### config.mk
export PLATFORM = sky130hd
export DESIGN_NAME = down_timer
export DESIGN_NICKNAME = d
export VERILOG_FILES = /design/src/rtl/down_timer.sv
export SDC_FILE = /design/constraint.sdc
export NUM_CORES = 1
export LEC_CHECK = 0
export ABC_AREA = 1
export CORE_UTILIZATION = 48
export CTS_BUF_LIST = sky130_fd_sc_hd__clkbuf_8 sky130_fd_sc_hd__clkbuf_16
export DETAILED_ROUTE_END_ITERATION = 7
export PLACE_DENSITY_LB_ADDON = 0.2
export SETUP_SLACK_MARGIN = 0.3
export SYNTH_ARGS = -nofsm -noshare
export SYNTH_HDL_FRONTEND = slang
export SYNTH_SLANG_ARGS = --single-unit
### constraint.sdc
create_clock -name clk -period 1.85 [get_ports clk]
set_input_delay 0.2775 -clock clk [delete_from_list [all_inputs] [get_ports clk]]
set_output_delay 0.2775 -clock clk [all_outputs]
set_load 0.02 [all_outputs]
### src/rtl/down_timer.sv
// down_timer: N-bit loadable down-counter with start/stop/pause,
// optional auto-reload and a single-cycle terminal-count strobe.
// Q counts L, L-1, ..., 0; the cycle spent at 0 in RUN is the terminal
// cycle (tc), so one period is L+1 cycles.
module down_timer #(
  parameter int N = 4
) (
  input  logic         clk,
  input  logic         n_reset,
  input  logic         load,
  input  logic [N-1:0] load_val,
  input  logic         start,
  input  logic         stop,
  input  logic         auto_reload,
  output logic [N-1:0] Q,
  output logic         busy,
  output logic         tc
);

  typedef enum logic [1:0] {
    IDLE  = 2'd0,
    RUN   = 2'd1,
    PAUSE = 2'd2
  } state_t;

  state_t       state;
  logic [N-1:0] r_current;
  logic [N-1:0] r_reload;

  // Count value as seen by an IDLE start, including a same-cycle load.
  logic [N-1:0] q_eff;
  logic         at_zero;

  assign q_eff   = load ? load_val : r_current;
  assign at_zero = (r_current == '0);

  // State, count and reload registers; stop in RUN outranks both the
  // decrement and terminal handling.
  always_ff @(posedge clk or negedge n_reset) begin
    if (!n_reset) begin
      state     <= IDLE;
      r_current <= '0;
      r_reload  <= '0;
    end else begin
      if (load) r_reload <= load_val;
      case (state)
        IDLE: begin
          if (load) r_current <= load_val;
          if (start && (q_eff != '0)) state <= RUN;
        end
        RUN: begin
          if (stop) begin
            state <= PAUSE;
          end else if (!at_zero) begin
            r_current <= r_current - N'(1);
          end else if (auto_reload && (r_reload != '0)) begin
            // r_reload here is the pre-load value: a load in this cycle
            // only takes effect at the following reload.
            r_current <= r_reload;
          end else begin
            state <= IDLE;
          end
        end
        PAUSE: begin
          if (load) r_current <= load_val;
          if (stop)       state <= IDLE;
          else if (start) state <= RUN;
        end
        default: state <= IDLE;
      endcase
    end
  end

  assign Q    = r_current;
  assign busy = (state == RUN);
  // Combinational only through stop; everything else is registered.
  assign tc   = (state == RUN) && at_zero && !stop;

endmodule

-- Word level (Yosys, flattened, before mapping)
Cells that the tools add are included.
- flip-flop bits (word level): 10
- input bits: 10
- equality and inequality tests: 8
- add/subtract/negate cells: 1
- reductions and logical operators: 13
- mux-type cells: 12
- operators with widths (kind ; number):
    $mux 4 ; 4
    $mux 2 ; 6
    $pmux 4 s2 ; 1
    $reduce_bool 4->1 ; 2
    $ne 3x2->1 const B ; 2
    $ne 3x3->1 const B ; 2
    $pmux 2 s3 ; 1
    $logic_and 1x1->1 ; 4
    $logic_not 4->1 ; 1
    $ne 2x2->1 const B ; 2
    $reduce_and 4->1 ; 1
    $sub 4x1->4 const B ; 1
    $reduce_and 3->1 ; 1
    $eq 2x1->1 const B ; 1
    $eq 2x2->1 const B ; 1
    $logic_not 2->1 ; 1
    $reduce_bool 2->1 ; 1
    $reduce_or 2->1 ; 1
    $logic_not 1->1 ; 1

-- Logic depth before layout (Yosys ltp)
- depth in word-level cells: 6
- gate-level depth with buffers: 11
- depth with buffers taken out: 11

-- Worst setup path before layout
No wires, ideal clock.
- path kind: register to output
- from: reg r_current[0], in the netlist Q[0]
- to: out tc
- path slack: 0.165 ns
- cell stages (with the launch flop): 5
- data arrival time: 1.408 ns
- path through: dfrtp_1 -> inv_1 -> ha_1 -> nand2_4 -> nor3_1
- word-level cells in the longest chain between the ends: 3
- RTL lines (what ; line ; source):
    start: declaration ; 27 ; logic [N-1:0] r_current;
    start signal: assignment ; 48 ; if (load) r_current <= load_val;
    start signal: assignment ; 55 ; r_current <= r_current - N'(1);
    start signal: assignment ; 59 ; r_current <= r_reload;
    $logic_not 4->1 ; 35 ; assign at_zero = (r_current == '0);
    $logic_and 1x1->1 (2 in a row) ; 77 ; assign tc = (state == RUN) && at_zero && !stop;
    end: declaration ; 17 ; output logic tc
No other way between the ends.

-- Worst setup path in the final report
Same ends and word-level chain as after synthesis.

==> impl_metrics.tcl <==
set metrics [dict create \
    netlist_top_cells_area "dfrtp_1 (35%), nand2_1 (21%), nand3_1 (6.4%), inv_1 (6.4%), o21ai_0 (5.7%)" \
    drive_gt1_share_pct 20.00 \
    die_area_mm2 0.001633 \
    vias_per_cell 5.290 \
    fp.dieW_um 40.41 \
    peakVddDrop_mv 0.8318 \
    reg2reg_to "Q[1]" \
    tritoncts "done" \
    setup_tns_ns 0 \
    finalSetupViolCount 0 \
    fill_cells 113 \
    clock-sinks 10 \
    worstMarginPinSlew_ns 0.5125 \
    regToRegSetupSlack_ns 0.41 \
    start_kind "flip-flop" \
    grt_pass1_wl_mm 2.891 \
    p_comb_share_pct 60.6 \
    wl_per_cell_um 12.48 \
    status "finished clean" \
    clock_path_buffers 2 \
    synthFlopType "dfrtp_1" \
    fmax_ghz 0.6501 \
    cpMaxStageDelayCell "dfrtp_1" \
    syn_nets 117 \
    port-buffer-count 15 \
    stdcell_count 145 \
    overflow 0 \
    ys_warn_count 0 \
    root_buffer "clkbuf_8" \
    synthMuxAreaShare_pct 0 \
    num_rows 13 \
    yosysMostFrequentCell "nand2_1" \
    path_class "flip-flop to output pin" \
    cp_num_buf_inv 2 \
    postSynthAreaPerCell_um2 6.681 \
    hold_viol 0 \
    ff2ff_path_depth 10 \
    synth_cells 106 \
    rsz0062_at_grt "true" \
    cp_max_fo 3 \
    num_vias 767 \
    internal_power_uw 880.0 \
    finalPower_mw 1.620 \
    synth-simple-area-share_pct 44.35 \
    dp.cells 141 \
    drc 0 \
    critPathTopFamily "flip-flops" \
    multi_input_area_um2 406.6 \
    drt_iter0_markers 23 \
    sw_frac_of_total_pct 45.69 \
    syn_area_um2 708.2 \
    cp-end-kind "output pin" \
    area_delta_synth_final_pct 38.87 \
    globalplace.congestion 0.9241 \
    track_usage_pct 28.29 \
    core_mm2 0.001334 \
    timing.final.crit_share_pct 83.14 \
    slowest_delay_ns 0.38 \
    ctsHoldBuffers 0 \
    synth_top_family_by_area "simple AND/OR/NAND/NOR gates" \
    fin_nets 142 \
    antenna_found_initial 0 \
    cts_setup_buffers 0 \
    yosysSeqAreaShare_pct 35.34 \
    numCtsBuffers 3 \
    p_seq_share_pct 21.9 \
    synth_xor_area_share_pct 0 \
    synthAdderAreaFrac_pct 1.767 \
    routed_wl_mm 1.809 \
    cp.required_ns 1.57 \
    synthDistinctLibCells 20 \
    cp_cell_sequence "inv_1 > ha_4 > nand2_4 > nor3_2 > buf_4" \
    p_leak_nw 0.5145 \
    slew_headroom_pct 65.73 \
    synth_edf_count 0 \
    powerDensity_mw_per_mm2 1648 \
    slew_violations 0 \
    fin_crit_ns 1.538 \
    initial_core_util_pct 53.10 \
    hold_class "primary input to async pin" \
    io_pins 16 \
    arrival_ns 1.26 \
    grt_start_max_net_pins 13 \
    dp_hpwl_mm 1.312 \
    die_y_um 40.41 \
    finalClockSkew_ns 0.007464 \
    async_flop_share_pct 100.0 \
    synth_common_cells "nand2_1 (39), inv_1 (12), dfrtp_1 (10)" \
    postRouteAntennaNets 0 \
    r2r_start "Q[0]" \
    clkPwrFrac_pct 17.4 \
    clk_pin_slew_ns 0.05 \
    antenna_cells 0 \
    synth_compound_area_share_pct 8.834 \
    grt_pass1_vias 699 \
    post-place-ws_ns 0.03644 \
    clock_latency_ns 0.24 \
    h-tree-depth 1 \
    cap_violations 0 \
    layout_setup_ws_ns 0.3118 \
    seq_area_um2 250.2 \
    yosysTopAreaCell "dfrtp_1" \
    first_pass_iters 4 \
    synth_seq_cells 10 \
    synth_top_area_share_pct 35.34 \
    switching_power_uw 740.2 \
]
[per-stage QoR]
stage	hold WS [ns]	utilization (%)	area (µm²)
after global placement	0.4879	69.14	922.1
after floorplan	-0.01809	-	713.2
after global routing	0.4102	73.73	983.4
after detailed placement	0.5058	69.14	922.1
final	0.3771	73.73	983.4
after CTS	0.3804	72.80	970.9
[worst max-delay path by stage]
| stage | start | to | cells past startpoint |
|---|---|---|---|
| after detailed placement | stop | tc | 3 |
| final | Q[0] | tc | 5 |
| after global routing | Q[0] | tc | 5 |
| after floorplan | Q[0] | tc | 4 |
| after CTS | Q[1] | tc | 5 |
| after global placement | stop | tc | 3 |
[repair_timing]
item | CTS | global route
cloned | 0 | 0
resized for setup | 5 | 8
endpoints found under the setup margin | 5 | 5
[final cells by class]
type                       count  area share (%)
inverter                      15           5.725
clock buffer                   4           5.598
tap                           15           1.908
sequential                    10           25.45
timing repair buffer          22           19.97
multi-input combinational     79           41.35
[worst reg2reg max path: stages, from the launching register on]
cell and delay (ns):
dfrtp_1 0.38, inv_1 0.14, ha_4 0.17, buf_4 0.13
nand2_1 0.07, nor2_1 0.13, nand2_1 0.08, nand3_1 0.07
nand2_1 0.05, nand2_1 0.06, nand2_1 0.05
[layout by cell type (no fill, tap or decap), drive strengths merged]
cell type / count
buf: 8
o21ai: 9
ha: 1
nor3: 1
dfrtp: 10
clkbuf: 4
dlygate4sd2: 3
clkdlybuf4s15: 1
a21oi: 2
inv: 15
nand3b: 1
nand3: 11
nand2: 43
nor2: 10
clkdlybuf4s50: 10
o31ai: 1
[power by group through the flow]
stage               logic [mW]  registers (mW)  clock network (mW)
detailed placement       0.962           0.355                   0
global placement         0.943           0.352                   0
finish                   0.983           0.356               0.282
global route              1.11           0.360               0.289
CTS                      0.945           0.353               0.278
floorplan                0.569           0.411                   0
[cell families (layout without fill, tap and decap cells)]
kind of cell / after synthesis / count (layout)
fa+ha+maj: 1 / 1
compound gates: 12 / 12
simple gates: 66 / 66
flops: 10 / 10
buf+inv: 17 / 41
[flip-flops by register name, summed over array words and instances, names as in the netlist]
signal / cells
Q: 4
r_reload: 4
state: 2
[routing by layer]
metal / vias up / GRT usage, % / share of wire (%)
li1: 381 / - / -
met1: 342 / 32.66 / 44
met2: 34 / 41.27 / 45
met3: 10 / 7.778 / 6.3
met4: 0 / 26.67 / 4.9
met5: - / 0 / 0
No activity file was read; power rests on OpenSTA's default activity.
